**config.mk**
```make
export PLATFORM = sky130hd
export DESIGN_NAME = cv32e40p_obi_arbiter
export DESIGN_NICKNAME = d
export VERILOG_FILES = /design/src/rtl/cv32e40p_obi_arbiter.sv
export SDC_FILE = /design/constraint.sdc
export NUM_CORES = 1
export LEC_CHECK = 0
export CAP_MARGIN = 0
export CORE_AREA = 2 2 107 109
export CTS_BUF_LIST = sky130_fd_sc_hd__clkbuf_4 sky130_fd_sc_hd__clkbuf_8
export DETAILED_ROUTE_END_ITERATION = 8
export DIE_AREA = 0 0 109 111
export SYNTH_ARGS = -nofsm -noshare
export SYNTH_HDL_FRONTEND = slang
export SYNTH_SLANG_ARGS = --single-unit
```
**constraint.sdc**
```tcl
create_clock -name clk_i -period 2.1 [get_ports clk_i]
set_input_delay 0.315 -clock clk_i [delete_from_list [all_inputs] [get_ports clk_i]]
set_output_delay 0.315 -clock clk_i [all_outputs]
set_load 0.01 [all_outputs]
```
**src/rtl/cv32e40p_obi_arbiter.sv**
```systemverilog
// Two-master OBI arbiter: shares one memory port between the instruction and
// data interfaces with round-robin tie-break, request locking while stalled,
// and an in-order ID FIFO that routes responses back to the right master.
module cv32e40p_obi_arbiter #(
    parameter int unsigned MAX_OUTSTANDING = 2
) (
    input  logic        clk_i,
    input  logic        rst_i,

    input  logic        instr_req_i,
    output logic        instr_gnt_o,
    output logic        instr_rvalid_o,
    input  logic [31:0] instr_addr_i,
    output logic [31:0] instr_rdata_o,

    input  logic        data_req_i,
    output logic        data_gnt_o,
    output logic        data_rvalid_o,
    input  logic        data_we_i,
    input  logic [3:0]  data_be_i,
    input  logic [31:0] data_addr_i,
    input  logic [31:0] data_wdata_i,
    output logic [31:0] data_rdata_o,

    output logic        mem_req_o,
    input  logic        mem_gnt_i,
    input  logic        mem_rvalid_i,
    output logic        mem_we_o,
    output logic [3:0]  mem_be_o,
    output logic [31:0] mem_addr_o,
    output logic [31:0] mem_wdata_o,
    input  logic [31:0] mem_rdata_i,

    output logic        err_o
);

    localparam int unsigned CNT_W = $clog2(MAX_OUTSTANDING + 1);
    localparam int unsigned PTR_W = (MAX_OUTSTANDING > 1) ? $clog2(MAX_OUTSTANDING) : 1;
    localparam logic [CNT_W-1:0] CNT_MAX  = CNT_W'(MAX_OUTSTANDING);
    localparam logic [PTR_W-1:0] PTR_LAST = PTR_W'(MAX_OUTSTANDING - 1);

    // Owner encoding: 0 = instruction side, 1 = data side
    logic             r_prio;
    logic             r_lock;
    logic             r_lock_owner;
    logic             r_err;
    logic [CNT_W-1:0] r_count;
    logic [PTR_W-1:0] r_wptr;
    logic [PTR_W-1:0] r_rptr;
    logic             r_id_fifo [MAX_OUTSTANDING];

    logic w_full;
    logic w_empty;
    logic w_sel;
    logic w_grant;
    logic w_pop;
    logic w_head;

    assign w_full  = (r_count == CNT_MAX);
    assign w_empty = (r_count == '0);
    assign w_head  = r_id_fifo[r_rptr];

    // Owner selection: locked owner first, then sole requester, then round-robin
    always_comb begin
        w_sel = ~r_prio;
        if (r_lock) begin
            w_sel = r_lock_owner;
        end else if (instr_req_i && !data_req_i) begin
            w_sel = 1'b0;
        end else if (data_req_i && !instr_req_i) begin
            w_sel = 1'b1;
        end
    end

    assign mem_req_o   = (instr_req_i | data_req_i) & ~w_full;
    assign w_grant     = mem_req_o & mem_gnt_i;
    assign instr_gnt_o = w_grant & ~w_sel;
    assign data_gnt_o  = w_grant &  w_sel;

    assign mem_addr_o  = w_sel ? data_addr_i  : instr_addr_i;
    assign mem_we_o    = w_sel & data_we_i;
    assign mem_be_o    = w_sel ? data_be_i    : 4'hF;
    assign mem_wdata_o = w_sel ? data_wdata_i : 32'h0;

    // Responses follow the FIFO head; a response with nothing outstanding is dropped
    assign w_pop          = mem_rvalid_i & ~w_empty;
    assign instr_rvalid_o = w_pop & ~w_head;
    assign data_rvalid_o  = w_pop &  w_head;
    assign instr_rdata_o  = mem_rdata_i;
    assign data_rdata_o   = mem_rdata_i;
    assign err_o          = r_err;

    // Round-robin pointer follows the most recently granted owner
    always_ff @(posedge clk_i or posedge rst_i) begin
        if (rst_i) begin
            r_prio <= 1'b0;
        end else if (w_grant) begin
            r_prio <= w_sel;
        end
    end

    // Hold the owner of a stalled request until it is granted
    always_ff @(posedge clk_i or posedge rst_i) begin
        if (rst_i) begin
            r_lock       <= 1'b0;
            r_lock_owner <= 1'b0;
        end else if (w_grant) begin
            r_lock       <= 1'b0;
        end else if (mem_req_o) begin
            r_lock       <= 1'b1;
            r_lock_owner <= w_sel;
        end
    end

    // Outstanding-transaction counter
    always_ff @(posedge clk_i or posedge rst_i) begin
        if (rst_i) begin
            r_count <= '0;
        end else begin
            case ({w_grant, w_pop})
                2'b10:   r_count <= r_count + CNT_W'(1);
                2'b01:   r_count <= r_count - CNT_W'(1);
                default: r_count <= r_count;
            endcase
        end
    end

    // ID FIFO write side
    always_ff @(posedge clk_i or posedge rst_i) begin
        if (rst_i) begin
            r_wptr <= '0;
            for (int i = 0; i < int'(MAX_OUTSTANDING); i++) begin
                r_id_fifo[i] <= 1'b0;
            end
        end else if (w_grant) begin
            r_id_fifo[r_wptr] <= w_sel;
            r_wptr <= (r_wptr == PTR_LAST) ? '0 : r_wptr + PTR_W'(1);
        end
    end

    // ID FIFO read side
    always_ff @(posedge clk_i or posedge rst_i) begin
        if (rst_i) begin
            r_rptr <= '0;
        end else if (w_pop) begin
            r_rptr <= (r_rptr == PTR_LAST) ? '0 : r_rptr + PTR_W'(1);
        end
    end

    // Sticky flag for an unexpected response
    always_ff @(posedge clk_i or posedge rst_i) begin
        if (rst_i) begin
            r_err <= 1'b0;
        end else if (mem_rvalid_i && w_empty) begin
            r_err <= 1'b1;
        end
    end

endmodule

```
==> run_results.csv <==
group,metric,value,unit
status,outcome,"finished, violations left",
status,failed_checks,"negative setup slack",
worst_setup_path,critical_path_required,1780,ps
route,postRouteAntennaNets,0,
floorplan,start_util,14.8,%
global_routing,grt_max_degree,20,
logic_synthesis,avgSynthCellArea,8.78,um2
sta,report.final.slew_viol_count,0,
power,pwr_density_cell,1240,nW/um2
sta,tightestPinTransition,383,ps
worst_setup_path,critPathMostFrequentCell,"buf_6",
global_routing,grt_pass1_vias,1824,
logic_synthesis,synth_nets,327,
cells_and_area,final_nets,465,
global_routing,grt-busiest-layer,"met2",
clocking,cts.sinks,10,
clocking,cts.reportedPaths.clkPinSlew,50,ps
worst_setup_path,slowest_stage,"dfrtp_2",
cells_and_area,most-common-layout-cells,"clkdlybuf4s50_1 (108), buf_6 (35), and2_1 (33), mux2_4 (33), clkdlybuf4s15_1 (24)",
global_routing,grtUsageMet3,3.59,%
sta,setup_viol,3,
power,ir_drop,587,uV
route,routed_wl,7.40,mm
placed_design,gp_congestion,0.660,
sta,relSlewSlack,74.4,%
sta,fin_ws,-3.91,ps
floorplan,die_area,12100,um2
cells_and_area,final_common_cell,"clkdlybuf4s50_1",
worst_setup_path,cp-start-kind,"flip-flop",
route,viasPerCell,3.82,
route,wl_per_cell,15.8,um
placed_design,dp.cells,449,
cells_and_area,diodes,0,
global_routing,grt_usage,10.7,%
cells_and_area,area.growth.synth_to_final,120,%
clocking,cts-htree-levels,1,
worst_setup_path,cp_cell_sequence,"a21boi_4 > o31ai_4 > buf_6 > buf_8 > buf_16 > mux2_4 > buf_6",
clocking,cts_buffer_depth,2,
route,via_count,1782,
logic_synthesis,syn_area,1640,um2
floorplan,io_pins,278,
logic_synthesis,yosysUniqueCellTypes,28,
sta,hold_viol,0,
floorplan,die_w,109,um
min_path,min_path_type,"in -> async",
logic_synthesis,syn_inst,187,
sta,fin_hold_ws,361,ps
flow_run,cap_violations,0,
clocking,cts_tree,"built",
worst_setup_path,crit_arrival,1790,ps
cells_and_area,drive_gt1_share,34.9,%
clocking,cts_buffers,3,
floorplan,rows,39,
sta,fmax,475,MHz
sta,rsz0062_at_grt,"yes",
sta,period_share,100,%
worst_setup_path,worstSetupPathType,"reg -> out",
floorplan,die_h,111,um
placed_design,io_buffers,181,
route,firstDrtPassIters,4,
clocking,root_buffer,"clkbuf_8",
worst_setup_path,end_kind,"primary output",
clocking,clock_latency,230,ps
global_routing,antenna_found_initial,0,
global_routing,gr-usage-met1,11.4,%
sta,period_needed,2100,ps
cells_and_area,finalNonFillerCells,467,
logic_synthesis,ys_seq_elements,10,
worst_setup_path,max_stage_delay,410,ps
worst_setup_path,crit_path_max_fanout,7,
floorplan,design.core.area,11100,um2
route,drt_iter0_markers,28,
clocking,hold_buffers,0,
global_routing,grt_pass1_wl,9.87,mm
global_routing,grt_util_met2,19.8,%
route,remaining_drc_errors,0,
logic_synthesis,yosysSeqAreaShare,15.2,%
logic_synthesis,synth_warnings,0,
placed_design,hpwl,5.30,mm
power,leakage,0.00159,uW
global_routing,grt_overflow_total,0,
sta,tns,-4.15,ps
sta,skew,2.16,ps
## Yosys cell counts
master     n  share of area (%)
o31ai_1    1               0.46
buf_2      2               0.61
mux2_4     1               0.91
ha_1       1               0.76
o21ai_0    1               0.30
a21boi_2   1               0.69
xnor2_1    4                2.1
dfrtp_1   10                 15
nor2b_1    1               0.38
buf_6      3                2.1
nand2b_1   5                1.9
o41ai_1    1               0.53
o21a_1     1               0.46
a21o_1     1               0.46
mux2i_1    1               0.61
or3_1      1               0.38
clkbuf_1   3               0.69
mux2_2    34                 23
nand2_1    1               0.23
nor3_1     2               0.61
buf_4     64                 29
o31a_1     1               0.53
inv_1      3               0.69
nor2b_2    1               0.53
and2_1    33                 13
nor2_1     8                1.8
xor2_1     1               0.53
o31ai_4    1                1.3
## cell type report
type / instances / area (um2)
fill: 1138 / 7470
timing repair buffer: 205 / 2140
multi-input combinational: 102 / 977
sequential: 10 / 253
tap: 143 / 179
clock buffer: 4 / 55.1
inverter: 3 / 11.3
## logic make-up after synthesis
family | after synthesis | synth area share (%)
compound gates | 8 | 4.73
xor+xnor | 5 | 2.67
fa+ha+maj | 1 | 0.762
buf+inv | 75 | 33.3
flops | 10 | 15.2
mux | 36 | 24.8
simple gates | 52 | 18.4
## where the power goes
part / switching [uW] / internal, uW / total [uW]
clock: 74.3 / 165 / 239
combinational: 1470 / 2410 / 3880
sequential: 78.0 / 289 / 367
## registers in the layout (all words and copies together) (netlist names)
name	count
r_id_fifo	2
r_lock	1
r_rptr	1
r_wptr	1
err_o	1
r_count	2
r_lock_owner	1
r_prio	1
## timing repair
| action | in CTS | in global routing |
|---|---|---|
| endpoints found under the setup margin | 72 | 71 |
| pin swaps | 4 | 2 |
| resized for setup | 271 | 37 |
| gates cloned | 6 | 1 |
| buffers inserted | 9 | 0 |
## worst paths after layout
kind,start,end,slack [ps],cells past startpoint
setup / recovery,r_prio,mem_addr_o[24],-4,7
hold / removal,rst_i,r_id_fifo[0],360,2
hold reg to reg,err_o,err_o,460,1
max in group asynchronous,rst_i,r_lock,1440,2
min in group clk_i,err_o,err_o,460,1
setup reg to reg,r_count[1],r_count[1],320,6
## worst max-delay path, delay by kind of cell, from the launching register on
kind                   cells  cell delay [ps]
AOI/OAI and AO/OA          2              290
buffers and inverters      4              540
DFF                        1              410
muxes                      1              310
## per-stage QoR
step	cell area, um2	util [%]	worst slack (ps)	total power (uW)
floorplan	1640	-	380	1900
CTS	3510	31.7	-64.1	4420
global placement	3200	28.9	-558	3310
global route	3610	32.6	-64.2	4780
finish	3610	32.6	-3.91	4490
detailed placement	3200	28.9	-563	3330
## routing by layer
metal | vias to the layer above | part of all wire, %
met5 | - | 0
met4 | 0 | 1.4
met3 | 11 | 14
met2 | 164 | 49
met1 | 790 | 35
li1 | 817 | -
No activity file was read; power rests on OpenSTA's default activity.
